--- src/rtl/regfile_access_ctrl.sv ---
// regfile_access_ctrl
// Initiator-side sequencer for the register file en/register_done handshake.
// Accepts one request (two reads plus an optional write), pulses rf_en for a
// single cycle, waits for register_done (bounded by TIMEOUT_CYCLES) and
// presents the captured operands on a valid/ready response port.
// Optional build macro: RF_BYPASS_EN selects write-first operand semantics
// (a request that writes rd returns its own wdata for rs/rt == rd).
// Without it, operands are the raw register file read data (read-first).
module regfile_access_ctrl #(
    parameter int unsigned TIMEOUT_CYCLES = 15,
    parameter int unsigned DATA_W         = 32
) (
    input  logic              clk,
    input  logic              rst,
    input  logic              req_valid,
    output logic              req_ready,
    input  logic [4:0]        req_rs,
    input  logic [4:0]        req_rt,
    input  logic              req_we,
    input  logic [4:0]        req_rd,
    input  logic [DATA_W-1:0] req_wdata,
    output logic              rf_en,
    output logic              rf_reg_write,
    output logic [4:0]        rf_read_reg1,
    output logic [4:0]        rf_read_reg2,
    output logic [4:0]        rf_write_reg,
    output logic [DATA_W-1:0] rf_write_data,
    input  logic [DATA_W-1:0] rf_read_data1,
    input  logic [DATA_W-1:0] rf_read_data2,
    input  logic              rf_register_done,
    output logic              rsp_valid,
    input  logic              rsp_ready,
    output logic [DATA_W-1:0] rsp_data1,
    output logic [DATA_W-1:0] rsp_data2,
    output logic              rsp_err,
    output logic              busy
);

    typedef enum logic [1:0] {
        IDLE  = 2'd0,
        ISSUE = 2'd1,
        WAIT  = 2'd2,
        RESP  = 2'd3
    } state_t;

    // Last WAIT count at which a missing done turns into a timeout.
    localparam logic [7:0] WAIT_LAST = 8'(TIMEOUT_CYCLES - 1);

    state_t            state;
    logic [7:0]        wait_cnt;
    logic [DATA_W-1:0] cap_data1_s;
    logic [DATA_W-1:0] cap_data2_s;

`ifdef RF_BYPASS_EN
    // Remembers that the in-flight request really wrote (rd != 0); rf_reg_write
    // itself is already cleared by the time operands are captured.
    logic              wr_lat;
`endif

    // Ready only while idle and not being reset.
    assign req_ready = (state == IDLE) && !rst;

    // Operand selection at capture time (raw read data, or own write data when bypassing).
    always_comb begin
        cap_data1_s = rf_read_data1;
        cap_data2_s = rf_read_data2;
`ifdef RF_BYPASS_EN
        if (wr_lat && (rf_write_reg == rf_read_reg1)) begin
            cap_data1_s = rf_write_data;
        end else begin
            cap_data1_s = rf_read_data1;
        end
        if (wr_lat && (rf_write_reg == rf_read_reg2)) begin
            cap_data2_s = rf_write_data;
        end else begin
            cap_data2_s = rf_read_data2;
        end
`endif
    end

    // Sequencer FSM with all outputs registered.
    always_ff @(posedge clk) begin
        if (rst) begin
            state         <= IDLE;
            wait_cnt      <= 8'd0;
            rf_en         <= 1'b0;
            rf_reg_write  <= 1'b0;
            rf_read_reg1  <= 5'd0;
            rf_read_reg2  <= 5'd0;
            rf_write_reg  <= 5'd0;
            rf_write_data <= {DATA_W{1'b0}};
            rsp_valid     <= 1'b0;
            rsp_err       <= 1'b0;
            rsp_data1     <= {DATA_W{1'b0}};
            rsp_data2     <= {DATA_W{1'b0}};
            busy          <= 1'b0;
`ifdef RF_BYPASS_EN
            wr_lat        <= 1'b0;
`endif
        end else begin
            case (state)
                IDLE: begin
                    if (req_valid) begin
                        rf_read_reg1  <= req_rs;
                        rf_read_reg2  <= req_rt;
                        rf_write_reg  <= req_rd;
                        rf_write_data <= req_wdata;
                        // Writes to r0 never reach the register file.
                        rf_reg_write  <= req_we && (req_rd != 5'd0);
`ifdef RF_BYPASS_EN
                        wr_lat        <= req_we && (req_rd != 5'd0);
`endif
                        rf_en         <= 1'b1;
                        busy          <= 1'b1;
                        state         <= ISSUE;
                    end
                end
                ISSUE: begin
                    // The register file samples en/write on this edge.
                    rf_en        <= 1'b0;
                    rf_reg_write <= 1'b0;
                    wait_cnt     <= 8'd0;
                    state        <= WAIT;
                end
                WAIT: begin
                    rf_en        <= 1'b0;
                    rf_reg_write <= 1'b0;
                    if (rf_register_done) begin
                        rsp_data1 <= cap_data1_s;
                        rsp_data2 <= cap_data2_s;
                        rsp_valid <= 1'b1;
                        rsp_err   <= 1'b0;
                        state     <= RESP;
                    end else if (wait_cnt == WAIT_LAST) begin
                        rsp_data1 <= {DATA_W{1'b0}};
                        rsp_data2 <= {DATA_W{1'b0}};
                        rsp_valid <= 1'b1;
                        rsp_err   <= 1'b1;
                        state     <= RESP;
                    end else begin
                        wait_cnt  <= wait_cnt + 8'd1;
                    end
                end
                RESP: begin
                    if (rsp_ready) begin
                        rsp_valid <= 1'b0;
                        rsp_err   <= 1'b0;
                        busy      <= 1'b0;
                        state     <= IDLE;
                    end
                end
                default: begin
                    rf_en     <= 1'b0;
                    rsp_valid <= 1'b0;
                    rsp_err   <= 1'b0;
                    busy      <= 1'b0;
                    state     <= IDLE;
                end
            endcase
        end
    end

endmodule

--- config.mk ---
export PLATFORM = sky130hd
export DESIGN_NAME = regfile_access_ctrl
export DESIGN_NICKNAME = d
export VERILOG_FILES = /design/src/rtl/regfile_access_ctrl.sv
export SDC_FILE = /design/constraint.sdc
export NUM_CORES = 1
export LEC_CHECK = 0
export CORE_ASPECT_RATIO = 0.5
export CORE_UTILIZATION = 65
export CTS_CLUSTER_SIZE = 10
export DETAILED_ROUTE_END_ITERATION = 7
export DONT_BUFFER_PORTS = 1
export PLACE_DENSITY = 0.88
export SYNTH_ARGS = -nofsm -noshare
export SYNTH_HDL_FRONTEND = slang
export SYNTH_SLANG_ARGS = --single-unit
--- constraint.sdc ---
create_clock -name clk -period 3.4 [get_ports clk]
set_input_delay 0.51 -clock clk [delete_from_list [all_inputs] [get_ports clk]]
set_output_delay 0.51 -clock clk [all_outputs]
set_load 0.1 [all_outputs]
Yosys cells after proc, flatten, opt, wreduce, memory -nomap -nowiden --
Cells that the tools add are included.
Word-level totals: register bits 126, input bits 117, output and inout port bits 117, word-level logic and storage cells 63
Operators by class: add/sub/neg operators 1, eq/ne operators 9, multiplexer cells 22, reductions and logical operators 18
Operators with widths (count):
- $mux 32 | 3
- $mux 8 | 2
- $pmux 8 s2 | 1
- $reduce_and 3->1 | 4
- $pmux 1 s2 | 5
- $reduce_bool 2->1 | 5
- $add 8x1->8 const B | 1
- $eq 8x4->1 const B | 1
- $mux 2 | 4
- $ne 2x2->1 const B | 4
- $pmux 2 s4 | 1
- $mux 1 | 6
- $reduce_and 2->1 | 3
- $reduce_bool 5->1 | 1
- $eq 2x2->1 const B | 2
- $ne 3x3->1 const B | 1
- $eq 2x1->1 const B | 1
- $logic_and 1x1->1 | 2
- $logic_not 2->1 | 1
- $reduce_or 2->1 | 1
- $logic_not 1->1 | 1

Longest topological paths before layout --
Gate-level depths: netlist (run 1).
depth in word-level cells 4, mapped depth 8

Worst setup path before layout (run 1) --
OpenSTA, ideal clock, no wires.
kind input -> output, start point input rst, end point output req_ready, data arrival time 2.030 ns, data required time 2.890 ns, setup slack 0.860 ns, stages on the path 2, buffers on the path 1, cells stage by stage clkbuf_1 > nor2b_1
Between the ends: cells in the longest elaborated chain, start to end 2
Ends and longest elaborated chain:
- start, declared | line 14 | input logic rst,
- $logic_not 1->1 | line 61 | assign req_ready = (state == IDLE) && !rst;
- $logic_and 1x1->1 | line 61
- end, declared | line 16 | output logic req_ready,
Every way passes these cells.

Worst setup path after layout (run 1) --
start point register state[0], end point register rsp_data1[9]
Between the ends: cells in the longest elaborated chain, start to end 2
Ends and longest elaborated chain:
- start, declared | line 49 | state_t state;
- start signal, assigned | line 84 | state <= IDLE;
- start signal, assigned | line 115 | state <= ISSUE;
- start signal, assigned | line 123 | state <= WAIT;
- $eq 2x2->1 | line 101 | case (state)
- $reduce_and 2->1 (no line)
- end signal, assigned | line 94 | rsp_data1 <= {DATA_W{1'b0}};
- end signal, assigned | line 129 | rsp_data1 <= cap_data1_s;
- end signal, assigned | line 135 | rsp_data1 <= {DATA_W{1'b0}};
- end, declared | line 33 | output logic [DATA_W-1:0] rsp_data1,
Every way passes these cells. A chain may end at the register's enable or synchronous reset.

==> results.txt, run 1 <==
The number of different library cells used by synthesis comes to 37. Dominant delay contributor by cell family on the critical path: compound AO/OA/AOI/OAI gates. The post-detailed-route wirelength per cell is 17.34 µm. The first routing iteration left 260 violations.

The clock tree buffer depth was 2; the number of remaining DRC errors was 0. Summing all placed instances gives a cell area of 0.004582 mm². For the largest net degree at the start of global routing, the log shows 134.

The internal power of the cells totals 3.059 mW. The run gives 0 as the number of antenna violations at the first check in global routing. TritonCTS created 17 clock buffers.

The via count of the first global-routing pass was 3202; the required time of the critical path was 3.73 ns. The number of buffers added on ports is 0. The number of antenna diodes in the final layout is 0. In this run the worst hold path is classified as primary input to flip-flop. The measured slew at the worst slew-check pin was 1.015 ns. For the overall power of the completed layout, the log shows 5.839 mW. Of the available clock period, the critical path in the final layout requires 68.74%. After filler insertion, the fill cell instance count of the layout stands at 476. For this design, the sink count on the clock tree is 126. The maximum net fanout on the critical path works out to 39. Final number of setup-violating endpoints: 0. Setup repair after global routing left no endpoint under its margin. Summing the sequential cell areas from Yosys gives 54.66% of the chip area. The tools report the launching element type of the critical path as a flip-flop. The tools report the mapped cell area as 0.004614 mm². The max-slew violation count was 0.

During synthesis, Yosys emitted a total of 0 warnings. Using the TritonRoute via totals, the vias-per-cell ratio works out to 6.028. The time the final worst path needs with I/O delays and setup is 2.337 ns. Adding up every negative setup slack in the final design gives 0 ns.

The run gives 0.005151 mm² as the final instance area. The signal on the critical path passes through inv_1 -> ha_1 -> and2_2 -> o21ba_2 -> buf_4 -> a22oi_1 -> nor2_1. The tools report the critical path endpoint category as a flip-flop. The run gives 0.7823 as the final estimated routing congestion in global placement. Summing all flip-flop and latch instances after layout gives 0.002522 mm². The number of rows created at floorplan came out at 21.

The area of the die is 0.007461 mm², and the combinational group share of total power is 13.8%. The tools report the worst reg-to-reg setup slack as 1.06 ns. The critical path is of the flip-flop to flip-flop type.

The floorplan step set the die height to 61.58 µm. In this run the horizontal extent of the chip is 121.2 µm. In the final layout, the registers with the most flip-flops are rf_write_data x32, rsp_data1 x32, rsp_data2 x32.

The analysis attributes to net switching a power of 2.780 mW. After clock tree synthesis, the clock-pin slew on the worst setup and hold paths is 0.05 ns. The insertion delay of the later-clocked pin in the worst-skew pair was 0.40 ns; the synthesis-to-layout area growth was 11.63%.

For the multi-input gate area in the final layout, the log shows 0.001873 mm². The number of detailed-routing iterations run before antenna repair came out at 5. The total power density per cell area was 1134 mW/mm². The post-synthesis cell count came out at 527. The run finished with clean final reports. The global-route wire length before repair is 15.25 mm.

The synthesized area divided by synthesized cell count is 8.756 µm², and the number of synthesized register bits is 126. Post-CTS repair timing setup buffer count: 0. IR analysis of the VDD net gives a maximum drop of 0.5968 mV. Max-cap violations in this run came to 0. Total of hold buffers inserted after clock tree synthesis: 0. Maximum clock frequency: 427.9 MHz. The tree is rooted in a sky130_fd_sc_hd__clkbuf_16. The largest single stage delay on the critical path is 0.75 ns. TritonCTS built the clock tree. The logs give 26.94% for the total global routing track utilization and 6.824 mm for the detailed placer's ending HPWL. The post-cts repair resize count is 0, and the combined buffer and inverter count along the critical path is 2. The initial core utilization came out at 68.07%. The H-tree was split into 4 levels. In the final design database the tool counted 636 nets. On the critical path, the stage with the largest delay is an instance of sky130_fd_sc_hd__o21ba_2. The arrival time at the worst endpoint is 2.67 ns. The run gives 28.9% as the share of power burned in the clock network.

The synthesized net count is 651, and the total leakage power is 1.879 nW. Net switching is 47.61% of the power. The placeable core area is 0.006779 mm², and the fraction of layout cells with a size suffix above 1 is 7.824%. The routed layout has 3713 vias. Headroom to the max-slew limit came out at 32.22%.

Pin placement for this block handled 234 I/O pins. The aggregate routed wire length was 10.68 mm. For the sequential share of power, the log shows 57.3%. Once detail routing completed, the nets flagged for antenna violations numbered 0. The clock arrives with 0.006993 ns of skew.

The total overflow left after global routing is 0. Number of hold-slack violations in the final timing report: 0.
[final timing paths]
kind | startpoint | end | cells after the start
max | state[0] | rsp_data1[9] | 7
min | rst | rsp_data1[30] | 1
max reg2reg | state[0] | rsp_data1[9] | 7
min reg2reg | wait_cnt[3] | wait_cnt[3] | 2
[cells by family after synthesis]
family / synth area share, %
adder cells (fa/ha/maj): 1.898
buffers and inverters: 4.826
flip-flops: 54.66
multiplexers: 0.2169
AO/OA/AOI/OAI: 19.03
AND/OR/NAND/NOR: 19.36
[placed cells by master, fill, tap and decap left out, types with 3 or more instances in the layout]
master / count
sky130_fd_sc_hd__clkbuf_16: 17
sky130_fd_sc_hd__ha_1: 7
sky130_fd_sc_hd__o21ai_0: 4
sky130_fd_sc_hd__clkbuf_8: 4
sky130_fd_sc_hd__clkinvlp_4: 4
sky130_fd_sc_hd__inv_1: 7
sky130_fd_sc_hd__clkinv_2: 4
sky130_fd_sc_hd__nor2b_1: 5
sky130_fd_sc_hd__nand2_1: 103
sky130_fd_sc_hd__a21oi_1: 56
sky130_fd_sc_hd__nand2b_1: 3
sky130_fd_sc_hd__dfxtp_1: 126
sky130_fd_sc_hd__nand3_1: 10
sky130_fd_sc_hd__nor2_1: 69
sky130_fd_sc_hd__buf_4: 6
sky130_fd_sc_hd__nand4b_1: 3
sky130_fd_sc_hd__a22oi_1: 64
sky130_fd_sc_hd__or4_1: 4
[power groups by stage]
stage	registers [mW]	logic, mW	clock network [mW]
final	3.35	0.806	1.69
after global routing	3.37	0.904	1.79
after CTS	3.35	0.803	1.72
after detailed placement	3.37	0.795	0
after global placement	3.36	0.763	0
after floorplan	3.32	0.706	0
[cell usage after synthesis]
library cell,instances,area share [%]
sky130_fd_sc_hd__o21ai_0,4,0.43
sky130_fd_sc_hd__nor3_1,1,0.11
sky130_fd_sc_hd__o211ai_1,1,0.16
sky130_fd_sc_hd__nand2_1,103,8.4
sky130_fd_sc_hd__buf_1,1,0.081
sky130_fd_sc_hd__or4_1,4,0.65
sky130_fd_sc_hd__o41ai_1,1,0.19
sky130_fd_sc_hd__or2_0,1,0.14
sky130_fd_sc_hd__nand4b_1,3,0.57
sky130_fd_sc_hd__and4_1,1,0.19
sky130_fd_sc_hd__o311ai_1,1,0.19
sky130_fd_sc_hd__o31ai_1,2,0.33
sky130_fd_sc_hd__buf_2,1,0.11
sky130_fd_sc_hd__o21ba_2,1,0.22
sky130_fd_sc_hd__mux2i_1,1,0.22
sky130_fd_sc_hd__buf_6,6,1.5
sky130_fd_sc_hd__a22oi_1,64,10
sky130_fd_sc_hd__nand3b_1,1,0.16
sky130_fd_sc_hd__nand2b_1,3,0.41
sky130_fd_sc_hd__and3_1,1,0.14
sky130_fd_sc_hd__nand3_1,10,1.1
sky130_fd_sc_hd__and2_1,2,0.27
sky130_fd_sc_hd__o21ai_2,1,0.19
sky130_fd_sc_hd__o311ai_0,1,0.19
sky130_fd_sc_hd__or3_1,2,0.27
sky130_fd_sc_hd__a21oi_1,56,6.1
sky130_fd_sc_hd__a21o_1,1,0.16
sky130_fd_sc_hd__nor2_1,69,5.6
sky130_fd_sc_hd__a211oi_1,2,0.33
sky130_fd_sc_hd__or4b_1,2,0.43
sky130_fd_sc_hd__nor2b_1,6,0.81
sky130_fd_sc_hd__ha_1,7,1.9
sky130_fd_sc_hd__dfxtp_1,126,55
sky130_fd_sc_hd__nand4_1,1,0.14
sky130_fd_sc_hd__inv_1,7,0.57
sky130_fd_sc_hd__o21a_1,1,0.16
sky130_fd_sc_hd__clkbuf_1,32,2.6
[per-layer routing]
layer  part of all wire [%]  track usage [%]  vias to the layer above
li1                       -                -                     1784
met1                     39            29.07                     1737
met2                     50            45.88                      172
met3                    9.4            12.78                       20
met4                    1.7            14.11                        0
met5                      0                0                        -
[per-stage QoR]
stage / worst slack [ns] / cells / util [%] / hold WS [ns]
floorplan: 0.8596 / 527 / - / 0.4709
global placement: 1.180 / 585 / 67.59 / 0.5049
detailed placement: 1.092 / 585 / 67.59 / 0.5192
CTS: 1.075 / 616 / 75.99 / 0.1588
global route: 0.8810 / 616 / 75.99 / 0.1593
finish: 1.063 / 616 / 75.99 / 0.1812
[final cells by class]
cell class	instances	area share, %
clock buffer	21	9.327
clock inverter	10	1.725
inverter	7	0.5101
multi-input combinational	354	36.36
sequential	126	48.97
tap	92	2.235
timing repair buffer	6	0.8744
(Power assumes the default switching activity.)
==> run 2: changes to the inputs <==
- CORE_UTILIZATION: 65 -> 56
- PLACE_DENSITY: 0.88 -> 0.81
- clock period: 3.4 -> 1.9 ns (I/O delays scaled with it)
==> results.txt, run 2 (synthesis gave the netlist of run 1 again) <==
The via count of the first global-routing pass was 4028 (was 3202). The residual overflow from global routing is 0 (unchanged). The initial core utilization was 60.30% (was 68.07%); the number of fillers in the final layout was 446 (was 476). Y dimension of the die: 66.19 µm (was 61.58 µm). The tools report the number of CTS-inserted buffers as 17 (unchanged).

Type of the worst setup path: flip-flop to flip-flop (unchanged). Number of buffers added on ports: 0 (unchanged). The worst-case vdd ir drop was 0.9069 mV (was 0.5968 mV); the detailed placer's ending HPWL was 8.086 mm (was 6.824 mm). Minimum setup slack in the final design: 0.06401 ns (was 1.063 ns). The path depth of the worst reg2reg path is 6 (was 7).

The flow ran to the end, but the final reports show violations. The final number of setup-violating endpoints is 0 (unchanged). The aggregate routed wire length was 12.84 mm (was 10.68 mm); the number of detailed-routing iterations run before antenna repair was 6 (was 5).

The placeable core area was 0.007652 mm² (was 0.006779 mm²). The tools report the arrival time at the worst endpoint as 2.13 ns (was 2.67 ns). The run gives 2.19 ns (was 3.73 ns) as the required time of the critical path.

For the number of rows created at floorplan, the log shows 22 (was 21). The post-detailed-route wirelength per cell came out at 16.96 µm (was 17.34 µm). The total stage count of the critical path came out at 6 (was 7). The run gives 0 ns (unchanged) as the setup TNS. The floorplan die width is 130.4 µm (was 121.2 µm), and the clock sink count is 126 (unchanged). The tightest hold margin was -0.03879 ns (was 0.1812 ns). The clock tree buffer depth was 2 (unchanged). The critical path endpoint category is a flip-flop (unchanged). The time the final worst path needs with I/O delays and setup was 1.836 ns (was 2.337 ns). Start of the worst register-to-register path: state[1] (was state[0]). The tools report the total global routing track utilization as 27.99% (was 26.94%).

Largest net degree at the start of global routing: 134 (unchanged). Setup repair after global routing left no endpoint under its margin. The checks that failed: negative hold slack.

Final estimated routing congestion in global placement: 0.8743 (was 0.7823). Global-route wire length before repair: 18.45 mm (was 15.25 mm). The run gives 0.06 ns (was 1.06 ns) as the worst reg-to-reg setup slack.

The cell area reported after detailed placement came out at 0.005530 mm² (was 0.004582 mm²). The count of H-tree levels built during CTS came out at 4 (unchanged). The tools report the max-slew violation count as 0 (unchanged).

The part of the cycle the worst path needs was 96.63% (was 68.74%); the maximum cell stage delay along the critical path was 0.45 ns (was 0.75 ns). The run gives 50.15% (was 32.22%) as the relative slew slack. The clock skew after layout is 0.005583 ns (was 0.006993 ns).

The logs give 32 (was 0) for the number of hold-slack violations in the final timing report and 0 (unchanged) for the number of remaining DRC errors. The run gives 760 (was 636) as the post-layout net count. The synthesis-to-layout area growth was 36.77% (was 11.63%). Registers with the highest flip-flop counts: rf_write_data x32, rsp_data1 x32, rsp_data2 x32 (unchanged).

The combined buffer and inverter count along the critical path works out to 1 (was 2). The tools report the number of DRC violations after detailed-routing iteration 0 as 295 (was 260). The maximum net fanout on the critical path came out at 22 (was 39). The post-detailed-route count of antenna-violating nets came out at 0 (unchanged). The logs give 4253 (was 3713) for the via count and 0.008629 mm² (was 0.007461 mm²) for the area of the die.

Total leakage power: 2.614 nW (was 1.879 nW). The insertion delay of the later-clocked pin in the worst-skew pair is 0.40 ns (about the same), and the pre-CTS worst setup slack is -0.02285 ns (was 1.092 ns). The type of the most critical hold path was primary input to flip-flop (unchanged). The number of ports placed on the die boundary came out at 234 (unchanged).

The library cell contributing the largest single delay on the critical path was sky130_fd_sc_hd__or4b_1 (was sky130_fd_sc_hd__o21ba_2). The launch point of the critical path is state[1] (was state[0]). The dominant delay contributor by cell family on the critical path is simple AND/OR/NAND/NOR gates (was compound AO/OA/AOI/OAI gates).

Ratio of routed vias to standard cells: 5.618 (was 6.028). The fraction of layout cells with a size suffix above 1 is 28.20% (was 7.824%). The commonest non-fill, non-tap cell in the layout is sky130_fd_sc_hd__dfxtp_1 (unchanged).

The post-CTS repair timing setup buffer count was 0 (unchanged). Highest-count cells in the layout ignoring fill and taps: sky130_fd_sc_hd__dfxtp_1, sky130_fd_sc_hd__buf_4, sky130_fd_sc_hd__nand2_1 (was sky130_fd_sc_hd__dfxtp_1, sky130_fd_sc_hd__nand2_1, sky130_fd_sc_hd__nor2_1). The total power density per cell area came out at 1831 mW/mm² (was 1134 mW/mm²). The antenna diode count is 0 (unchanged), and the number of antenna violations at the first check in global routing is 0 (unchanged). Launching element type of the critical path: a flip-flop (unchanged). Clock root buffer: sky130_fd_sc_hd__clkbuf_16 (unchanged).

The tools report the final instance area as 0.006311 mm² (was 0.005151 mm²). CP cell instances: ha_4 -> or4b_1 -> o21ba_4 -> clkbuf_16 -> a22oi_2 -> nor2_1 (was inv_1 -> ha_1 -> and2_2 -> o21ba_2 -> buf_4 -> a22oi_1 -> nor2_1). The capturing element of the worst setup path is rsp_data1[9] (unchanged). TritonCTS built the clock tree.

The run gives 0 (unchanged) as the count of maximum capacitance violations. The measured slew at the worst slew-check pin is 0.7478 ns (was 1.015 ns), and the register clock-pin slew on the reported worst setup and hold paths is 0.05 ns (about the same). The worst reg2reg path endpoint was rsp_data1[9] (unchanged). The tools report the total of hold buffers inserted after clock tree synthesis as 1 (was 0). The maximum clock frequency was 544.7 MHz (was 427.9 MHz).
## run 2: cell types whose count changed in the layout (fill, tap and decap cells not counted), moves of 2 or more
cell	previous run	this run
sky130_fd_sc_hd__clkinv_2	4	2
sky130_fd_sc_hd__a22oi_2	0	16
sky130_fd_sc_hd__a22oi_1	64	48
sky130_fd_sc_hd__buf_6	0	2
sky130_fd_sc_hd__clkbuf_1	0	2
sky130_fd_sc_hd__clkbuf_8	4	9
sky130_fd_sc_hd__buf_4	6	125
sky130_fd_sc_hd__clkinvlp_4	4	0
sky130_fd_sc_hd__ha_1	7	5
## run 2: final cells by class
cell class                 count  area, µm²  area share, %
inverter                       7      26.28         0.4163
multi-input combinational    354       1984          31.44
clock buffer                  28      556.8          8.822
clock inverter                 4      70.07          1.110
timing repair buffer         130       1016          16.10
sequential                   126       2522          39.97
tap                          108      135.1          2.141
## run 2: metrics by stage
stage | utilization [%] | total power [mW] | cells
floorplan | - | 7.206 | 527
global placement | 72.27 | 8.003 | 723
detailed placement | 72.27 | 8.094 | 723
CTS | 80.76 | 11.45 | 756
global route | 82.47 | 11.98 | 757
finish | 82.47 | 11.56 | 757
## run 2: power by group
part	internal [mW]	switching (mW)
sequential	3.04	0.150
combinational	1.11	3.95
clock	2.24	1.06
## run 2: routing by layer
layer | share of wire, % | vias to the layer above | track usage [%]
met5 | 0 | - | 0
met4 | 2.3 | 0 | 13.94
met3 | 7.9 | 26 | 9.304
met2 | 52 | 206 | 50.60
met1 | 38 | 2000 | 29.60
li1 | - | 2021 | -
## run 2: worst register-to-register path: stages, from the launching register on
cell,delay [ns]
sky130_fd_sc_hd__dfxtp_1,0.41
sky130_fd_sc_hd__ha_4,0.19
sky130_fd_sc_hd__or4b_1,0.45
sky130_fd_sc_hd__o21ba_4,0.25
sky130_fd_sc_hd__clkbuf_16,0.20
sky130_fd_sc_hd__a22oi_2,0.17
sky130_fd_sc_hd__nor2_1,0.06
## run 2: worst min-delay path by stage
stage	from	to	slack, ns	depth (start not counted)
after global routing	rst	rf_write_data[3]	-0.06	1
after detailed placement	rst	rf_write_data[0]	0.36	1
after global placement	rst	rf_write_data[0]	0.36	1
after CTS	rst	rf_read_reg1[3]	-0.06	1
after floorplan	req_rs[0]	rf_read_reg1[0]	0.42	2
final	rst	rsp_data2[3]	-0.04	1
## run 2: what timing repair did
action / 4_1_cts / 5_1_grt
resized for setup: 2 / 23
endpoints found under the setup margin: 35 / 70
cloned: 0 / 1
endpoints found under the hold margin: 121 / 119
